## src/rtl/mem_stall_ctrl.sv

```systemverilog
// mem_stall_ctrl: sequences variable-latency data-memory accesses for the
// 5-stage pipeline. It freezes fetch through MEM and bubbles WB until the
// memory acknowledges. It counts memory-stall cycles and halts the pipeline
// for good when an access is never acknowledged.
module mem_stall_ctrl #(
  parameter int TIMEOUT = 255,
  parameter int CW      = 32
) (
  input  logic          clk_i,
  input  logic          reset_i,
  input  logic          MemRead_M_i,
  input  logic          MemWrite_M_i,
  input  logic          mem_ack_i,
  output logic          mem_req_o,
  output logic          mem_we_o,
  output logic          StallF_o,
  output logic          StallD_o,
  output logic          StallE_o,
  output logic          StallM_o,
  output logic          FlushW_o,
  output logic          mem_timeout_o,
  output logic [CW-1:0] stall_count_o
);

  typedef enum logic [1:0] {
    IDLE,
    BUSY,
    HALT
  } state_e;

  localparam logic [15:0] TimeoutVal = 16'(TIMEOUT);
  localparam logic [CW-1:0] CountMax = {CW{1'b1}};

  state_e        state_q, state_d;
  logic [15:0]   wait_q, wait_d;
  logic          timeout_q, timeout_d;
  logic [CW-1:0] count_q, count_d;

  logic pending;
  logic req;
  logic stall;

  // Registered state. Reset drops any access in flight and clears the counters.
  always_ff @(posedge clk_i or posedge reset_i) begin
    if (reset_i) begin
      state_q   <= IDLE;
      wait_q    <= '0;
      timeout_q <= 1'b0;
      count_q   <= '0;
    end else begin
      state_q   <= state_d;
      wait_q    <= wait_d;
      timeout_q <= timeout_d;
      count_q   <= count_d;
    end
  end

  // Next-state logic, request/stall decode and the saturating stall counter.
  always_comb begin
    state_d   = state_q;
    wait_d    = wait_q;
    timeout_d = timeout_q;
    count_d   = count_q;

    pending = MemRead_M_i | MemWrite_M_i;
    req     = ((state_q == IDLE) && pending) || (state_q == BUSY);
    stall   = (req && !mem_ack_i) || (state_q == HALT);

    case (state_q)
      IDLE: begin
        if (pending && !mem_ack_i) begin
          state_d = BUSY;
          wait_d  = 16'd1;
        end
      end
      BUSY: begin
        if (mem_ack_i) begin
          state_d = IDLE;
          wait_d  = '0;
        end else if (wait_q == TimeoutVal) begin
          state_d   = HALT;
          timeout_d = 1'b1;
        end else begin
          wait_d = wait_q + 16'd1;
        end
      end
      HALT: begin
        state_d = HALT;
      end
      default: begin
        state_d = IDLE;
        wait_d  = '0;
      end
    endcase

    if (stall && (state_q != HALT) && (count_q != CountMax)) begin
      count_d = count_q + CW'(1);
    end
  end

  // Output drive. Every output is held low while reset is asserted, even the
  // combinational request that follows the pipeline inputs.
  always_comb begin
    mem_req_o     = req & ~reset_i;
    mem_we_o      = MemWrite_M_i & ~reset_i;
    StallF_o      = stall & ~reset_i;
    StallD_o      = stall & ~reset_i;
    StallE_o      = stall & ~reset_i;
    StallM_o      = stall & ~reset_i;
    FlushW_o      = stall & ~reset_i;
    mem_timeout_o = timeout_q & ~reset_i;
    stall_count_o = reset_i ? '0 : count_q;
  end

endmodule

```

## config.mk

```make
export PLATFORM = sky130hd
export DESIGN_NAME = mem_stall_ctrl
export DESIGN_NICKNAME = d
export VERILOG_FILES = /design/src/rtl/mem_stall_ctrl.sv
export SDC_FILE = /design/constraint.sdc
export NUM_CORES = 1
export LEC_CHECK = 0
export ABC_AREA = 1
export BUFFER_PORTS_ARGS = -buffer_cell sky130_fd_sc_hd__buf_2
export CAP_MARGIN = 15
export CORE_UTILIZATION = 63
export DETAILED_ROUTE_END_ITERATION = 7
export GPL_ROUTABILITY_DRIVEN = 0
export PLACE_DENSITY_LB_ADDON = 0.15
export SLEW_MARGIN = 20
export SYNTH_ARGS = -nofsm -noshare
export SYNTH_HDL_FRONTEND = slang
export SYNTH_SLANG_ARGS = --single-unit
```

## constraint.sdc

```tcl
create_clock -name clk_i -period 2.9 [get_ports clk_i]
set_input_delay 0.145 -clock clk_i [delete_from_list [all_inputs] [get_ports clk_i]]
set_output_delay 0.145 -clock clk_i [all_outputs]
set_load 0.02 [all_outputs]
```

Word-level counts from Yosys, hierarchy flattened. Index checks and enable logic that the tools add are counted.

Register bits: 51. Bits in latches: 0. RAM bits: 0. Memory bits (read-only): 0. Bits of input ports: 5. Output and inout bits: 40. Logic and storage cells: 43. Memories kept: 0.

Add/subtract/negate cells: 2. Multipliers: 0. Divide/modulo/power cells: 0. Order comparisons: 0. Equal/unequal tests: 8. Shifts and indexed selects: 0. Mux-type cells: 9. Bitwise logic cells: 8. Reduce and logical (&&, ||, !) cells: 12.

Operators by type and width (number): $mux 16 (3); $pmux 16 s3 (1); $add 32x1->32 const B (1); $mux 32 (1); $ne 32x32->1 const B (1); $add 16x1->16 const B (1); $eq 16x8->1 const B (1); $mux 2 (3); $pmux 2 s3 (1); $reduce_and 3->1 (2); $logic_and 1x1->1 (5); $and 1x1->1 (4); $ne 3x2->1 const B (1); $ne 3x3->1 const B (1); $not 1->1 (3); $eq 2x1->1 const B (1); $eq 2x2->1 const B (1); $logic_not 2->1 (1); $logic_or 1x1->1 (2); $ne 2x1->1 const B (1); $ne 2x2->1 const B (1); $reduce_and 2->1 (1); $logic_not 1->1 (1); $or 1x1->1 (1).

Longest topological paths before layout. Gate-level depths: netlist of the first run.

Depth after elaboration: 7. Mapped depth: 11.

Worst setup path after synthesis of the first run. Ideal clock, no wire load.

Kind: input to output. Start: in reset_i. End: out StallD_o. Arrival time: 2032 ps. Data required time: 2755 ps. Setup slack: 723 ps. Stages: 4. Path buffers: 2. Cell sequence: clkbuf_1 -> inv_1 -> o21a_1 -> buf_4.

Word-level cells in the longest chain between the ends: 2.

RTL lines: start: declaration (line 10) `input logic reset_i,`; $not 1->1; $and 1x1->1; end: declaration (line 17) `output logic StallD_o,`.

No other way between the ends.

Worst setup path in the final report of the first run.
Start: reg count_q[0]. End: reg count_q[21].

Word-level cells in the longest chain between the ends: 2. Elaborated cells between the ends (all ways): 3. Those cells by class: 1 x add/sub; 1 x eq/ne; 1 x reduce/logical.

RTL lines: start: declaration (line 37) `logic [CW-1:0] count_q, count_d;`; start signal: assignment (line 54) `count_q <= count_d;`; parallel branches: the longest is 2 deep, another holds $add 32x1->32.

Several ways; the timed one is not identified. A chain may end at the register's enable or synchronous reset.

==> impl_results.md, run 1 <==
* Worst setup slack for register-to-register paths at 0.72 ns
* Final critical delay including setup and external delays at 2.18 ns
* Number of global-route vias before repair at 3515
* PnR Total Power at 1.67 mW
* Root Buffer Master: sky130_fd_sc_hd__clkbuf_8
* Min setup slack post-route at 0.722 ns
* Total wire length at 8.88 mm
* Fill cell total of the finished layout at 506
* Via count of the routed design at 3727
* Instance count after placement with tap cells included at 692
* H-tree depth at 2
* Area Growth Syn to Fin at 7.96%
* Count of pins on the block boundary at 45
* Final core utilization at 70.8%
* Final sum of negative setup slack at 0 ns
* Skew final at 0.0132 ns
* Number of sinks on the clock net at 51
* Synthesized net count at 599
* Unrepaired setup endpoints after global routing: false
* Syn Std Cell Area at 3630 um2
* Max clock buf depth at 2
* Cell Pwr Density at 427 nW/um2
* Switching pwr at 620 uW
* Number of antenna repair diodes at 0
* Leakage power at 2.00 nW
* Total of buffers placed on input and output ports at 44
* Slew of the pin with the lowest slew margin at 0.669 ns
* HPWL reported at the end of detailed placement at 6.55 mm
* Wire length per cell at 12.7 um
* Detailed Routing Iterations Pass 1 at 5
* Std-Cell Core Area at 5540 um2
* Effective utilization at floorplan at 65.6%
* TritonCTS clock tree: built
* Crit Path Category: reg -> reg
* Hold_ws at 0.213 ns
* Clock Power Share at 25.2%
* Capture endpoint of the worst hold path: count_q[18]$_DFFE_PP0P_
* End of the worst register-to-register path: count_q[21]$_DFFE_PP0P_
* Relative contribution of combinational cells to total power at 24.2%
* TritonCTS Buffers at 5
* Die span in x at 77.9 um
* Synth Register Bits at 51
* Worst EP arrival at 2.38 ns
* Maximum number of pins on one net before global-route repair at 52
* Critical path data required time at 3.10 ns
* Switching share of power at 37.1%
* Worst skew pair latency at 0.31 ns
* Worst hold start: mem_ack_i
* Final count of negative-setup-slack endpoints at 0
* Relative max-transition margin at 55.4%
* Vias per cell at 5.32
* Gate count after technology mapping at 592
* Highest ir drop seen on vdd at 0.389 mV
* Placed inst area at 3830 um2
* Synthesis warning total at 0
* Post-cts sizing count at 0
* Maximum operating frequency at 0.459 GHz
* Number of maximum-capacitance violations at 0
* Critical path startpoint category: flop
* GR Overflow Total at 0
* Hold crit path type: in -> reg
* Antenna violation net count after detailed routing at 0
* Full die area at 6070 um2
* Portion of the post-synthesis area used by sequential elements at 35.1%
* Proportion of layout cells with a drive suffix above 1 at 11.1%
* Final Max Tran Viols at 0
* Final critical-path share of the clock period at 75.1%
* Total global routing track utilization at 31.5%
* CTS Hold Buffers Added at 0
* DRC errors left at 0
* Die extent in y at 77.9 um
* Cell area after layout at 3920 um2
* First-pass GRT wire length at 15.3 mm
* Nets at 634
* Most common cell after layout, fill and taps aside: sky130_fd_sc_hd__nand2_1
* Worst slack at placement at 0.746 ns
* Std cell rows at 27
* Kind of end point of the critical path: flop
* Area occupied by registers at 1280 um2
* Count of non-filler cells in the finished layout at 700
* Setup fix buffers added after clock tree synthesis at 0
* Cells on worst reg2reg path at 10
* Outcome: finished, final reports clean
* Initial antenna violation count at 0
* Number of library cell types mapped by synthesis at 26
* Synthesized area per cell at 6.14 um2
* Maximum fanout encountered on the critical timing path at 33
* Worst-path clk slew at 0.09 ns
* Worst hold path cell count at 4
* Internal power at 1.05 mW
* Launching point of the worst reg2reg path: count_q[0]$_DFFE_PP0P_
* Total count of hold-check failures in the final report at 0
* Highest-count cells in the layout ignoring fill and taps: sky130_fd_sc_hd__nand2_1, sky130_fd_sc_hd__nor2_1, sky130_fd_sc_hd__inv_1, sky130_fd_sc_hd__dfrtp_1, sky130_fd_sc_hd__buf_2
* Multi-input gate area in the final layout at 2000 um2
* Part of the power in registers at 50.6%
* First DRT Iteration DRCs at 239
## state kept, by name, indices dropped and copies added, names as in the netlist
register,cells
count_q,32
state_q,2
timeout_q,1
wait_q,16
## layout make-up
| cell class | count | area share [%] |
|---|---|---|
| well taps | 72 | 2.30 |
| multi-input cells | 460 | 50.9 |
| inverters | 64 | 6.19 |
| flip-flops and latches | 51 | 32.5 |
| clock buffers | 5 | 1.75 |
| clock inverters | 3 | 0.479 |
| repair buffers | 45 | 5.81 |
## power by group through the flow
| stage | registers, mW | logic (mW) | clock network, mW |
|---|---|---|---|
| global placement | 0.853 | 0.396 | 0 |
| floorplan | 0.830 | 0.353 | 0 |
| finish | 0.846 | 0.405 | 0.422 |
| CTS | 0.842 | 0.406 | 0.432 |
| detailed placement | 0.855 | 0.406 | 0 |
| global route | 0.860 | 0.459 | 0.452 |
## worst max-delay path by stage
stage / from / endpoint / slack [ns] / cells past startpoint
2_1_floorplan: reset_i / StallD_o / 0.72 / 4
3_3_place_gp: count_q[0]$_DFFE_PP0P_ / count_q[21]$_DFFE_PP0P_ / 0.76 / 10
3_5_place_dp: count_q[0]$_DFFE_PP0P_ / count_q[9]$_DFFE_PP0P_ / 0.75 / 10
4_1_cts: count_q[0]$_DFFE_PP0P_ / count_q[9]$_DFFE_PP0P_ / 0.72 / 10
5_1_grt: wait_q[0]$_DFFE_PP0P_ / wait_q[7]$_DFFE_PP0P_ / 0.53 / 8
6_report: count_q[0]$_DFFE_PP0P_ / count_q[21]$_DFFE_PP0P_ / 0.72 / 10
## synth_stat cells
cell type / number / area share [%]
sky130_fd_sc_hd__a21boi_0: 1 / 0.21
sky130_fd_sc_hd__a21oi_1: 1 / 0.14
sky130_fd_sc_hd__buf_4: 10 / 2.1
sky130_fd_sc_hd__buf_6: 2 / 0.62
sky130_fd_sc_hd__clkbuf_1: 5 / 0.52
sky130_fd_sc_hd__dfrtp_1: 51 / 35
sky130_fd_sc_hd__ha_1: 2 / 0.69
sky130_fd_sc_hd__inv_1: 62 / 6.4
sky130_fd_sc_hd__inv_2: 1 / 0.10
sky130_fd_sc_hd__inv_4: 1 / 0.17
sky130_fd_sc_hd__nand2_1: 252 / 26
sky130_fd_sc_hd__nand2_2: 1 / 0.17
sky130_fd_sc_hd__nand2_4: 3 / 0.93
sky130_fd_sc_hd__nand3_1: 40 / 5.5
sky130_fd_sc_hd__nand4_1: 15 / 2.6
sky130_fd_sc_hd__nor2_1: 101 / 10
sky130_fd_sc_hd__nor2_2: 4 / 0.69
sky130_fd_sc_hd__nor2_4: 3 / 0.93
sky130_fd_sc_hd__nor3_1: 1 / 0.14
sky130_fd_sc_hd__o21a_1: 1 / 0.21
sky130_fd_sc_hd__o21ai_0: 13 / 1.8
sky130_fd_sc_hd__o21ai_1: 5 / 0.69
sky130_fd_sc_hd__o21bai_1: 2 / 0.41
sky130_fd_sc_hd__or2_2: 3 / 0.52
sky130_fd_sc_hd__xnor2_1: 1 / 0.24
sky130_fd_sc_hd__xor2_1: 11 / 2.7
## critical path: stages (launching register included)
cell	delay, ns
sky130_fd_sc_hd__dfrtp_1	0.44
sky130_fd_sc_hd__ha_1	0.27
sky130_fd_sc_hd__inv_1	0.12
sky130_fd_sc_hd__nor2_4	0.18
sky130_fd_sc_hd__nand2_4	0.09
sky130_fd_sc_hd__nor2_4	0.17
sky130_fd_sc_hd__nand2_4	0.09
sky130_fd_sc_hd__nand2_4	0.30
sky130_fd_sc_hd__inv_4	0.21
sky130_fd_sc_hd__nand2_1	0.12
sky130_fd_sc_hd__nand2_1	0.05
## kinds of logic after synthesis
| kind of cell | synth area share (%) |
|---|---|
| DFF | 35.1 |
| AOI/OAI and AO/OA | 3.44 |
| adders and majority gates | 0.689 |
| and+or+nand+nor | 48.0 |
| buffers and inverters | 9.89 |
| xor gates and xnor gates | 2.89 |
## layer usage
layer / global-route usage [%] / vias to the layer above / wire (um)
met1: 37.2 / 1701 / 3760
li1: - / 1884 / -
met4: 13.7 / 0 / 257
met2: 56.6 / 113 / 4500
met3: 4.47 / 29 / 351
met5: 0 / - / 0
Note: power is estimated with default switching activity, not from simulation.
==> inputs of run 2 (changes only) <==
CORE_UTILIZATION = 59   (was 63)
clock period = 2.3 ns   (was 2.9 ns; I/O delays follow)
==> impl_results.md, run 2 (synthesized netlist as in run 1, its figures left out) <==
* Std cell rows at 28
* Highest-count cells in the layout ignoring fill and taps: sky130_fd_sc_hd__nand2_1, sky130_fd_sc_hd__nor2_1, sky130_fd_sc_hd__inv_1, sky130_fd_sc_hd__dfrtp_1, sky130_fd_sc_hd__buf_2
* Maximum number of pins on one net before global-route repair at 52
* Maximum fanout encountered on the critical timing path at 21
* Total global routing track utilization at 29.5%
* Detailed Routing Iterations Pass 1 at 5
* Final sum of negative setup slack at 0 ns
* Worst-path clk slew at 0.10 ns
* HPWL reported at the end of detailed placement at 6.61 mm
* Slew of the pin with the lowest slew margin at 0.672 ns
* Worst EP arrival at 2.13 ns
* First DRT Iteration DRCs at 208
* Area occupied by registers at 1280 um2
* Worst skew pair latency at 0.31 ns
* Area Growth Syn to Fin at 9.51%
* Cell Pwr Density at 566 nW/um2
* Startpoint of the most critical setup path: wait_q[0]$_DFFE_PP0P_
* Cell area after layout at 3980 um2
* Total count of hold-check failures in the final report at 0
* Worst setup slack for register-to-register paths at 0.39 ns
* Total wire length at 8.74 mm
* Leakage power at 2.03 nW
* Count of pins on the block boundary at 45
* Antenna violation net count after detailed routing at 0
* Launching point of the worst reg2reg path: wait_q[0]$_DFFE_PP0P_
* Clock Power Share at 29.4%
* Final critical delay including setup and external delays at 1.91 ns
* Std-Cell Core Area at 5920 um2
* Root Buffer Master: sky130_fd_sc_hd__clkbuf_8
* Post-cts sizing count at 0
* Count of non-filler cells in the finished layout at 706
* Critical path data required time at 2.52 ns
* Wire length per cell at 12.4 um
* Fill cell total of the finished layout at 565
* Outcome: finished, final reports clean
* Relative contribution of combinational cells to total power at 23.3%
* TritonCTS clock tree: built
* Relative max-transition margin at 55.2%
* Hold crit path type: in -> reg
* Via count of the routed design at 3701
* First-pass GRT wire length at 14.9 mm
* Final Max Tran Viols at 0
* TritonCTS Buffers at 5
* Full die area at 6470 um2
* Final core utilization at 67.2%
* Setup fix buffers added after clock tree synthesis at 0
* Kind of end point of the critical path: flop
* Skew final at 0.0112 ns
* GR Overflow Total at 0
* Switching pwr at 774 uW
* Maximum operating frequency at 0.524 GHz
* Initial antenna violation count at 0
* Registers with the most flip-flops: count_q x32, wait_q x16, state_q x2
* Max FFs per register at 32
* Final count of negative-setup-slack endpoints at 0
* Final critical-path share of the clock period at 83.0%
* Internal power at 1.48 mW
* Multi-input gate area in the final layout at 2000 um2
* Placed inst area at 3860 um2
* Number of maximum-capacitance violations at 0
* Number of sinks on the clock net at 51
* Die span in x at 80.5 um
* Proportion of layout cells with a drive suffix above 1 at 11.6%
* Vias per cell at 5.24
* Instance count after placement with tap cells included at 698
* Most common cell after layout, fill and taps aside: sky130_fd_sc_hd__nand2_1
* Die extent in y at 80.5 um
* Crit Path Category: reg -> reg
* Critical path startpoint category: flop
* Register with the most flip-flops: count_q
* Worst hold start: mem_ack_i
* Number of global-route vias before repair at 3538
* Effective utilization at floorplan at 61.3%
* Total of buffers placed on input and output ports at 44
* Nets at 637
* Switching share of power at 34.4%
* Highest ir drop seen on vdd at 0.559 mV
* Number of antenna repair diodes at 0
* Hold_ws at 0.175 ns
* DRC errors left at 0
* CTS Hold Buffers Added at 0
* Max clock buf depth at 2
* Part of the power in registers at 47.2%
* H-tree depth at 2
* Unrepaired setup endpoints after global routing: false
[run 2: final timing paths]
kind                                            to  cells past startpoint
max in group asynchronous   count_q[5]$_DFFE_PP0P_                      3
setup / recovery            wait_q[10]$_DFFE_PP0P_                     10
hold reg to reg              timeout_q$_DFFE_PP0P_                      2
setup reg to reg            wait_q[10]$_DFFE_PP0P_                     10
hold / removal             count_q[16]$_DFFE_PP0P_                      4
min in group asynchronous    timeout_q$_DFFE_PP0P_                      3
[run 2: area by class of cell]
cell class | instances | share of cell area, %
Clock inverter | 2 | 0.881
Clock buffer | 6 | 2.08
Multi-Input combinational cell | 460 | 50.2
Inverter | 64 | 6.10
Tap cell | 75 | 2.36
Timing Repair Buffer | 48 | 6.29
Sequential cell | 51 | 32.1
[run 2: per-stage QoR]
stage          worst slack [ns]  power, mW
3_5_place_dp              0.426       1.61
3_3_place_gp              0.476       1.59
6_report                  0.391       2.25
5_1_grt                   0.199       2.39
2_1_floorplan             0.183       1.49
4_1_cts                   0.398       2.27
[run 2: critical path, stage by stage (launching register included)]
cell and delay, ns:
sky130_fd_sc_hd__dfrtp_1 0.43, sky130_fd_sc_hd__ha_1 0.25, sky130_fd_sc_hd__nand2_1 0.10, sky130_fd_sc_hd__nor2_2 0.20, sky130_fd_sc_hd__nand2_1 0.11, sky130_fd_sc_hd__inv_1 0.09, sky130_fd_sc_hd__nand3_1 0.13, sky130_fd_sc_hd__nand2_1 0.09
sky130_fd_sc_hd__buf_4 0.24, sky130_fd_sc_hd__nand2_1 0.07, sky130_fd_sc_hd__o21ai_0 0.09
[run 2: power groups by stage]
stage,combinational (mW),sequential (mW),clock [mW]
final,0.526,1.06,0.662
after global routing,0.599,1.08,0.707
after detailed placement,0.529,1.08,0
after global placement,0.518,1.08,0
after CTS,0.531,1.06,0.676
after floorplan,0.445,1.05,0
[run 2: routing by layer]
layer  global-route usage, %  vias to the layer above  share of wire [%]
met1                    34.2                     1698                 43
met4                    13.9                        0                3.2
met3                    4.77                       24                4.0
met2                    52.5                       99                 50
li1                        -                     1880                  -
met5                       0                        -                  0
==> inputs of run 3 (changes only) <==
clock period = 1.89 ns   (was 2.3 ns; I/O delays follow)
==> impl_results.md, run 3 (synthesized netlist as in run 1, its figures left out) <==
* Min setup slack post-route at 0.133 ns
* Maximum operating frequency at 0.569 GHz
* Number of sinks on the clock net at 51
* Worst EP arrival at 1.95 ns
* Die span in x at 80.5 um
* Final core utilization at 68.4%
* Count of non-filler cells in the finished layout at 715
* Maximum number of pins on one net before global-route repair at 52
* Proportion of layout cells with a drive suffix above 1 at 13.6%
* Total global routing track utilization at 30.8%
* Leakage power at 2.06 nW
* Relative max-transition margin at 53.9%
* TritonCTS clock tree: built
* Final critical delay including setup and external delays at 1.76 ns
* GR Overflow Total at 0
* First-pass GRT wire length at 15.5 mm
* Highest ir drop seen on vdd at 0.673 mV
* Vias per cell at 5.29
* Final count of negative-setup-slack endpoints at 0
* Worst slack at placement at 0.0505 ns
* Register with the most flip-flops: count_q
* Die extent in y at 80.5 um
* Fill cell total of the finished layout at 553
* Detailed-routing wirelength on met1 at 3.77 mm
* H-tree depth at 2
* Kind of end point of the critical path: flop
* Number of global-route vias before repair at 3528
* Number of maximum-capacitance violations at 0
* TritonCTS Buffers at 5
* Nets at 646
* Final critical-path share of the clock period at 92.9%
* Maximum fanout encountered on the critical timing path at 28
* Std cell rows at 28
* Count of pins on the block boundary at 45
* Max clock buf depth at 2
* Critical path data required time at 2.08 ns
* Detailed Routing Iterations Pass 1 at 5
* Outcome: finished, final reports clean
* Instance count after placement with tap cells included at 706
* First DRT Iteration DRCs at 420
* DRC errors left at 0
* Area Growth Syn to Fin at 11.4%
* Full die area at 6470 um2
* Worst skew pair latency at 0.30 ns
* Routed length on met3 at 467 um
* Final Max Tran Viols at 0
* Std-Cell Core Area at 5920 um2
* Number of antenna repair diodes at 0
* Initial antenna violation count at 0
* Total count of hold-check failures in the final report at 0
* Wire length per cell at 12.8 um
* Slew of the pin with the lowest slew margin at 0.691 ns
* Max FFs per register at 32
* Via count of the routed design at 3785
* PnR Total Power at 2.66 mW
* Effective utilization at floorplan at 61.3%
* Total of buffers placed on input and output ports at 44
* Root Buffer Master: sky130_fd_sc_hd__clkbuf_8
* Registers with the most flip-flops: count_q x32, wait_q x16, state_q x2
* Antenna violation net count after detailed routing at 0
* Met2 layer wire length in the routed design at 4.69 mm
* Skew final at 0.00724 ns
* Hold crit path type: in -> async
* Highest metal layer with signal wires: met4
* Total wire length at 9.18 mm
* Final sum of negative setup slack at 0 ns
* HPWL reported at the end of detailed placement at 6.85 mm
* Most common cell after layout, fill and taps aside: sky130_fd_sc_hd__nand2_1
* Highest-count cells in the layout ignoring fill and taps: sky130_fd_sc_hd__nand2_1, sky130_fd_sc_hd__nor2_1, sky130_fd_sc_hd__inv_1, sky130_fd_sc_hd__dfrtp_1, sky130_fd_sc_hd__buf_2
* Cell Pwr Density at 657 nW/um2
* Crit Path Category: reg -> reg
* Unrepaired setup endpoints after global routing: true
* Critical path startpoint category: flop
* Worst-path clk slew at 0.09 ns
[run 3: changes by cell type in the layout (fill, tap and decap cells not counted), moves of 2 or more]
cell / before / now
sky130_fd_sc_hd__dfrtp_1: 51 / 49
sky130_fd_sc_hd__dfrtp_2: 0 / 2
sky130_fd_sc_hd__clkinv_2: 1 / 3
sky130_fd_sc_hd__buf_4: 4 / 12
[run 3: area by class of cell]
class / instances / area (um2) / share of cell area [%]
clock buffer: 5 / 68.8 / 1.70
clock inverter: 3 / 15.0 / 0.371
inverter: 64 / 246 / 6.09
multi-input combinational: 460 / 2010 / 49.8
sequential: 51 / 1280 / 31.6
tap: 75 / 93.8 / 2.32
timing repair buffer: 57 / 330 / 8.16
[run 3: layer usage]
layer  global-route usage (%)  up-vias
met2                     56.4      127
met1                     36.1     1734
met4                     11.3        0
met5                        0        -
li1                         -     1902
met3                     4.55       22
[run 3: path summary, 6_finish.rpt]
kind	from	end	slack [ns]	cells after the start
min reg2reg	timeout_q$_DFFE_PP0P_	timeout_q$_DFFE_PP0P_	0.47	2
max	count_q[0]$_DFFE_PP0P_	count_q[21]$_DFFE_PP0P_	0.13	10
max reg2reg	count_q[0]$_DFFE_PP0P_	count_q[21]$_DFFE_PP0P_	0.13	10
max in group asynchronous	reset_i	count_q[0]$_DFFE_PP0P_	1.37	3
min	reset_i	timeout_q$_DFFE_PP0P_	0.04	3
min in group clk_i	mem_ack_i	count_q[16]$_DFFE_PP0P_	0.18	4
[run 3: critical path, cell delays in order (launching register included)]
cell and delay (ns):
sky130_fd_sc_hd__dfrtp_2 0.41, sky130_fd_sc_hd__ha_1 0.17, sky130_fd_sc_hd__inv_1 0.08, sky130_fd_sc_hd__nor2_4 0.17, sky130_fd_sc_hd__nand2_4 0.08, sky130_fd_sc_hd__nor2_4 0.16
sky130_fd_sc_hd__nand2_4 0.09, sky130_fd_sc_hd__nand2_4 0.16, sky130_fd_sc_hd__inv_4 0.15, sky130_fd_sc_hd__nand2_1 0.11, sky130_fd_sc_hd__nand2_1 0.05
[run 3: power breakdown]
group	internal, mW	switching [mW]
combinational	0.254	0.479
sequential	1.18	0.121
clock	0.255	0.370
total	1.69	0.970
[run 3: repair_timing]
item	4_1_cts	5_1_grt
setup endpoints to repair	0	35
hold buffers	0	0
gates resized for setup	0	5
buffers inserted	0	1
[run 3: metrics by stage]
| step | cell area, um2 | hold WS [ns] |
|---|---|---|
| 6_report | 4050 | 0.0373 |
| 5_1_grt | 4050 | 0.0899 |
| 4_1_cts | 4030 | 0.0487 |
| 3_5_place_dp | 3940 | 0.381 |
| 3_3_place_gp | 3940 | 0.387 |
| 2_1_floorplan | 3640 | 0.304 |
